File: src/rtl/uart_frame_rx.sv
// uart_frame_rx: 8N1 UART receiver that reassembles groups of FRAME_BYTES
// bytes into one word. It flags stop-bit errors and stalls between bytes of
// a partially assembled frame.
module uart_frame_rx #(
    parameter int BAUD_DIV    = 434,
    parameter int FRAME_BYTES = 5,
    parameter int GAP_BITS    = 20
) (
    input  logic                     sys_clk,
    input  logic                     rst,
    input  logic                     uart_rx,
    output logic [8*FRAME_BYTES-1:0] frame_data,
    output logic                     frame_valid,
    output logic                     frame_err,
    output logic                     busy
);
    localparam int DW        = 8 * FRAME_BYTES;
    localparam int HALF_DIV  = BAUD_DIV / 2;
    localparam int GAP_LIMIT = GAP_BITS * BAUD_DIV;
    localparam int BW        = $clog2(BAUD_DIV);
    localparam int GW        = $clog2(GAP_LIMIT + 1);
    localparam int CW        = $clog2(FRAME_BYTES + 1);

    typedef enum logic [1:0] {IDLE, START, DATA, STOP} state_t;

    state_t          state, state_next;
    logic            rx_meta, rxs, rxs_prev;
    logic [BW-1:0]   baud_cnt;
    logic [2:0]      bit_idx;
    logic [7:0]      shift_reg;
    logic [CW-1:0]   cnt;
    logic [DW-1:0]   frame_buf, buf_next;
    logic [GW-1:0]   gap_cnt;
    logic            start_seen, half_tick, bit_tick;
    logic            start_ok, data_sample, byte_good, byte_bad;
    logic            gap_timeout, frame_done;

    // Bring the asynchronous line into the clock domain and keep one older copy for edge detection
    always_ff @(posedge sys_clk or posedge rst) begin
        if (rst) begin
            rx_meta  <= 1'b1;
            rxs      <= 1'b1;
            rxs_prev <= 1'b1;
        end else begin
            rx_meta  <= uart_rx;
            rxs      <= rx_meta;
            rxs_prev <= rxs;
        end
    end

    assign start_seen = (state == IDLE) && rxs_prev && !rxs;
    assign half_tick  = (baud_cnt == BW'(HALF_DIV - 1));
    assign bit_tick   = (baud_cnt == BW'(BAUD_DIV - 1));

    // State register
    always_ff @(posedge sys_clk or posedge rst) begin
        if (rst) state <= IDLE;
        else     state <= state_next;
    end

    // Next-state logic: a start bit that reads high at mid-bit is a false start
    always_comb begin
        state_next = state;
        case (state)
            IDLE:    if (start_seen) state_next = START;
            START:   if (half_tick) state_next = rxs ? IDLE : DATA;
            DATA:    if (bit_tick && bit_idx == 3'd7) state_next = STOP;
            STOP:    if (bit_tick) state_next = IDLE;
            default: state_next = IDLE;
        endcase
    end

    // Output decode: one-cycle sample strobes for each phase of the byte
    always_comb begin
        start_ok    = 1'b0;
        data_sample = 1'b0;
        byte_good   = 1'b0;
        byte_bad    = 1'b0;
        case (state)
            START: start_ok = half_tick && !rxs;
            DATA:  data_sample = bit_tick;
            STOP: begin
                byte_good = bit_tick && rxs;
                byte_bad  = bit_tick && !rxs;
            end
            default: ;
        endcase
    end

    assign frame_done  = byte_good && (cnt == CW'(FRAME_BYTES - 1));
    assign gap_timeout = (state == IDLE) && (cnt != '0) && !start_seen &&
                         (gap_cnt == GW'(GAP_LIMIT - 1));
    assign busy        = (state != IDLE) || (cnt != '0);

    // Baud counter restarts at every sample point so later samples stay at mid-bit
    always_ff @(posedge sys_clk or posedge rst) begin
        if (rst)
            baud_cnt <= '0;
        else if (state == IDLE)
            baud_cnt <= '0;
        else if ((state == START && half_tick) || (state != START && bit_tick))
            baud_cnt <= '0;
        else
            baud_cnt <= baud_cnt + BW'(1);
    end

    // Shift data bits in LSB first at their own bit position
    always_ff @(posedge sys_clk or posedge rst) begin
        if (rst) begin
            bit_idx   <= 3'd0;
            shift_reg <= 8'h00;
        end else if (start_ok) begin
            bit_idx <= 3'd0;
        end else if (data_sample) begin
            shift_reg[bit_idx] <= rxs;
            bit_idx            <= bit_idx + 3'd1;
        end
    end

    // Place the received byte into its slot; the first byte lands in the top slot
    always_comb begin
        buf_next = frame_buf;
        for (int i = 0; i < FRAME_BYTES; i++) begin
            if (cnt == CW'(i)) buf_next[(FRAME_BYTES-1-i)*8 +: 8] = shift_reg;
        end
    end

    // Idle time between bytes of a partial frame; any start detection clears it
    always_ff @(posedge sys_clk or posedge rst) begin
        if (rst)
            gap_cnt <= '0;
        else if (state == IDLE && cnt != '0 && !start_seen && !gap_timeout)
            gap_cnt <= gap_cnt + GW'(1);
        else
            gap_cnt <= '0;
    end

    // Frame assembly: publish complete frames, drop partial ones on any error
    always_ff @(posedge sys_clk or posedge rst) begin
        if (rst) begin
            cnt         <= '0;
            frame_buf   <= '0;
            frame_data  <= '0;
            frame_valid <= 1'b0;
            frame_err   <= 1'b0;
        end else begin
            frame_valid <= 1'b0;
            frame_err   <= 1'b0;
            if (byte_good) begin
                frame_buf <= buf_next;
                if (frame_done) begin
                    frame_data  <= buf_next;
                    frame_valid <= 1'b1;
                    cnt         <= '0;
                end else begin
                    cnt <= cnt + CW'(1);
                end
            end else if (byte_bad || gap_timeout) begin
                cnt       <= '0;
                frame_err <= 1'b1;
            end
        end
    end
endmodule

File: config.mk
export PLATFORM = sky130hd
export DESIGN_NAME = uart_frame_rx
export DESIGN_NICKNAME = d
export VERILOG_FILES = /design/src/rtl/uart_frame_rx.sv
export SDC_FILE = /design/constraint.sdc
export NUM_CORES = 1
export LEC_CHECK = 0
export BUFFER_PORTS_ARGS = -buffer_cell sky130_fd_sc_hd__buf_2
export CORE_MARGIN = 8
export CORE_UTILIZATION = 30
export CTS_BUF_LIST = sky130_fd_sc_hd__clkbuf_16
export DETAILED_ROUTE_END_ITERATION = 6
export PLACE_DENSITY = 0.43
export SLEW_MARGIN = 0
export SYNTH_ARGS = -nofsm -noshare
export SYNTH_HDL_FRONTEND = slang
export SYNTH_SLANG_ARGS = --single-unit
File: constraint.sdc
create_clock -name sys_clk -period 4.5 [get_ports sys_clk]
set_input_delay 0.45 -clock sys_clk [delete_from_list [all_inputs] [get_ports sys_clk]]
set_output_delay 0.45 -clock sys_clk [all_outputs]
set_load 0.02 [all_outputs]
==> flow_metrics.py <==
metrics = {
    "global_route": {
        "use_met3_pct": 4.14,
        "first_global_vias": 3352,
        "grt_max_degree": 49,
        "use_met1_pct": 13.3,
        "grt_antenna_before_repair": 0,
        "overflow": 0,
        "grt_pass1_wl_mm": 17.7,
        "use_met2_pct": 16.2,
        "grt_usage_pct": 10.6,
        "busiest_layer": "met2",
    },
    "die": {
        "io-pin-count": 46,
        "die_w_um": 146,
        "fp.dieArea_mm2": 0.0212,
        "die_h_um": 146,
        "core_area_mm2": 0.0165,
        "row_count": 47,
        "initial_core_util_pct": 30.5,
    },
    "sta": {
        "timing.fmax_mhz": 417,
        "finalHoldViolCount": 0,
        "skew_ps": 9.64,
        "setup_viol": 0,
        "fin_crit_sh_pct": 53.3,
        "tightest_slew_ps": 738,
        "max_slew_margin_pct": 50.8,
        "slew_violations": 0,
        "finalSetupTns_ps": 0,
        "rsz0062_at_grt": "no",
        "setup_slack_ps": 2100,
        "period_needed_ps": 2400,
    },
    "power_and_ir_drop": {
        "clockPowerShare_pct": 50.1,
        "p_int_w": 0.00192,
        "pwr-share-comb_pct": 4.3,
        "powerDensity_mw_per_mm2": 414,
        "p_sw_w": 0.000569,
        "power.leakage_nw": 2.97,
        "total_power_w": 0.00249,
        "ir_drop_v": 0.000274,
        "seqPwrFrac_pct": 45.6,
        "swShare_pct": 22.9,
    },
    "cts": {
        "post_cts_buffers": 0,
        "clkTransAtPathRegs_ps": 50,
        "clock_path_buffers": 2,
        "cts_sinks": 116,
        "cts_resized": 0,
        "cts_hold_buf": 0,
        "cts_buffers": 17,
        "worstSkewPairLatency_ps": 410,
        "cts_tree": "done",
        "cts-root-buf": "clkbuf_16",
        "htreeDepth": 4,
    },
    "yosys": {
        "synthTopCellsByArea": "dfrtp_1, nand2_1, mux2_2",
        "yosysTopAreaCell": "dfrtp_1",
        "yosys_warnings": 0,
        "seq_area_frac_synth_pct": 57.7,
        "syn_avg_cell_area_um2": 11.1,
        "synth_cell_types": 42,
        "ys_ff_latch": 116,
        "syn_inst": 454,
        "yosysTopAreaCellShare_pct": 56.1,
        "syn-cell-area_mm2": 0.00504,
        "synthesis.nets": 468,
    },
    "critical_path": {
        "endpoint_kind": "register",
        "ff2ff_path_depth": 4,
        "crit_fanout": 48,
        "arrival_ps": 2670,
        "critPathKind": "reg2reg",
        "crit_required_ps": 4770,
        "start_kind": "register",
    },
    "run": {
        "max_cap_violations": 0,
    },
    "worst_hold_path": {
        "hold_class": "in2async",
    },
    "cells_and_area": {
        "final_core_util_pct": 36.4,
        "layout_commonest_cell": "nand2_1",
        "largestRegisters": "frame_data: 40 flops, frame_buf: 32 flops, gap_cnt: 14 flops",
        "final_cells": 735,
        "area_delta_synth_final_pct": 19.3,
        "insertedDiodeCount": 0,
        "final_cell_mix": "nand2_1, dfrtp_1, buf_2",
        "drive_above_1_share_pct": 24.3,
        "top_register": "frame_data",
        "num-nets-final": 518,
        "largest_reg_flops": 40,
    },
    "route": {
        "wl_per_cell_um": 14.4,
        "num_vias": 3374,
        "wirelength_mm": 10.6,
        "first_pass_iters": 4,
        "ant_nets": 0,
        "drt_iter0_drc": 147,
        "vias_per_cell": 4.59,
        "drcViolationCount": 0,
    },
    "place": {
        "portBuffers": 45,
        "dp_cells": 705,
        "pre_cts_slack_ps": 2110,
        "gp_congestion": 0.712,
        "dp_hpwl_mm": 7.15,
    },
    "run_status": {
        "outcome": "complete, no violations",
    },
}
[cell usage after synthesis, drive strengths merged]
cell and n:
o211ai 3, or4bb 1, and4b 2, o21ai 14, nand2b 4, o31ai 1, nand4 9, nor2 26
mux2i 8, xor2 12, nand3 17, nand2 116, nor3 7, nor4 5, nand4b 3, a311oi 1
or4 3, mux2 40, ha 11, nor4b 5, buf 13, and3 3, and4bb 1, a21oi 6
xnor2 6, dfstp 3, o22ai 1, or4b 1, and4 4, inv 10, clkbuf 4, nor2b 1
dfrtp 113
[metal layers]
metal	vias up	wire [um]
met2	54	4910
li1	1655	-
met4	0	118
met5	-	0
met1	1656	5150
met3	9	412
[power by group through the flow]
stage	clock [W]	sequential, W	combinational [W]
after floorplan	0	0.00113	0.0000967
after global placement	0	0.00115	0.000108
after detailed placement	0	0.00115	0.000110
after CTS	0.00129	0.00113	0.000111
after global routing	0.00133	0.00114	0.000124
final	0.00125	0.00114	0.000107
[critical path, cell delays in order (launching register included)]
cell     delay [ps]
dfrtp_1         460
or4b_1          730
or4_4           820
nand2_1         160
o21ai_0          80
[per-stage QoR]
| step | area (um2) | hold WS [ps] |
|---|---|---|
| 2_1_floorplan | 5040 | 345 |
| 3_3_place_gp | 5460 | 349 |
| 3_5_place_dp | 5460 | 348 |
| 4_1_cts | 6010 | 118 |
| 5_1_grt | 6010 | 123 |
| 6_report | 6010 | 110 |
[area by class of cell]
cell class                      instances  area [um2]
Multi-Input combinational cell        311        1990
Tap cell                              220         275
Sequential cell                       116        2910
Clock buffer                           17         425
Inverter                               10        40.0
Timing Repair Buffer                   48         248
Fill cell                            1656       10500
Clock inverter                         13         121
[logic make-up (layout without fill, tap and decap cells)]
group           after synthesis  in the layout  share of synthesized area (%)
simple gates                208            208                           20.1
flops                       116            116                           57.7
mux                          48             48                           10.5
buf+inv                      27             88                           2.91
compound gates               26             26                           2.88
xor+xnor                     18             18                           3.13
fa+ha+maj                    11             11                           2.73
[path summary, 6_finish.rpt]
| path | to | slack, ps | from |
|---|---|---|---|
| worst max-delay path | frame_data[10] | 2100 | baud_cnt[2] |
| worst min-delay path | frame_valid | 110 | rst |
| worst max register to register | frame_data[10] | 2100 | baud_cnt[2] |
| worst min register to register | rxs | 350 | rx_meta |
| max in group asynchronous | frame_buf[19] | 3400 | rst |
| min in group sys_clk | rx_meta | 150 | uart_rx |
No activity file was read; power rests on OpenSTA's default activity.
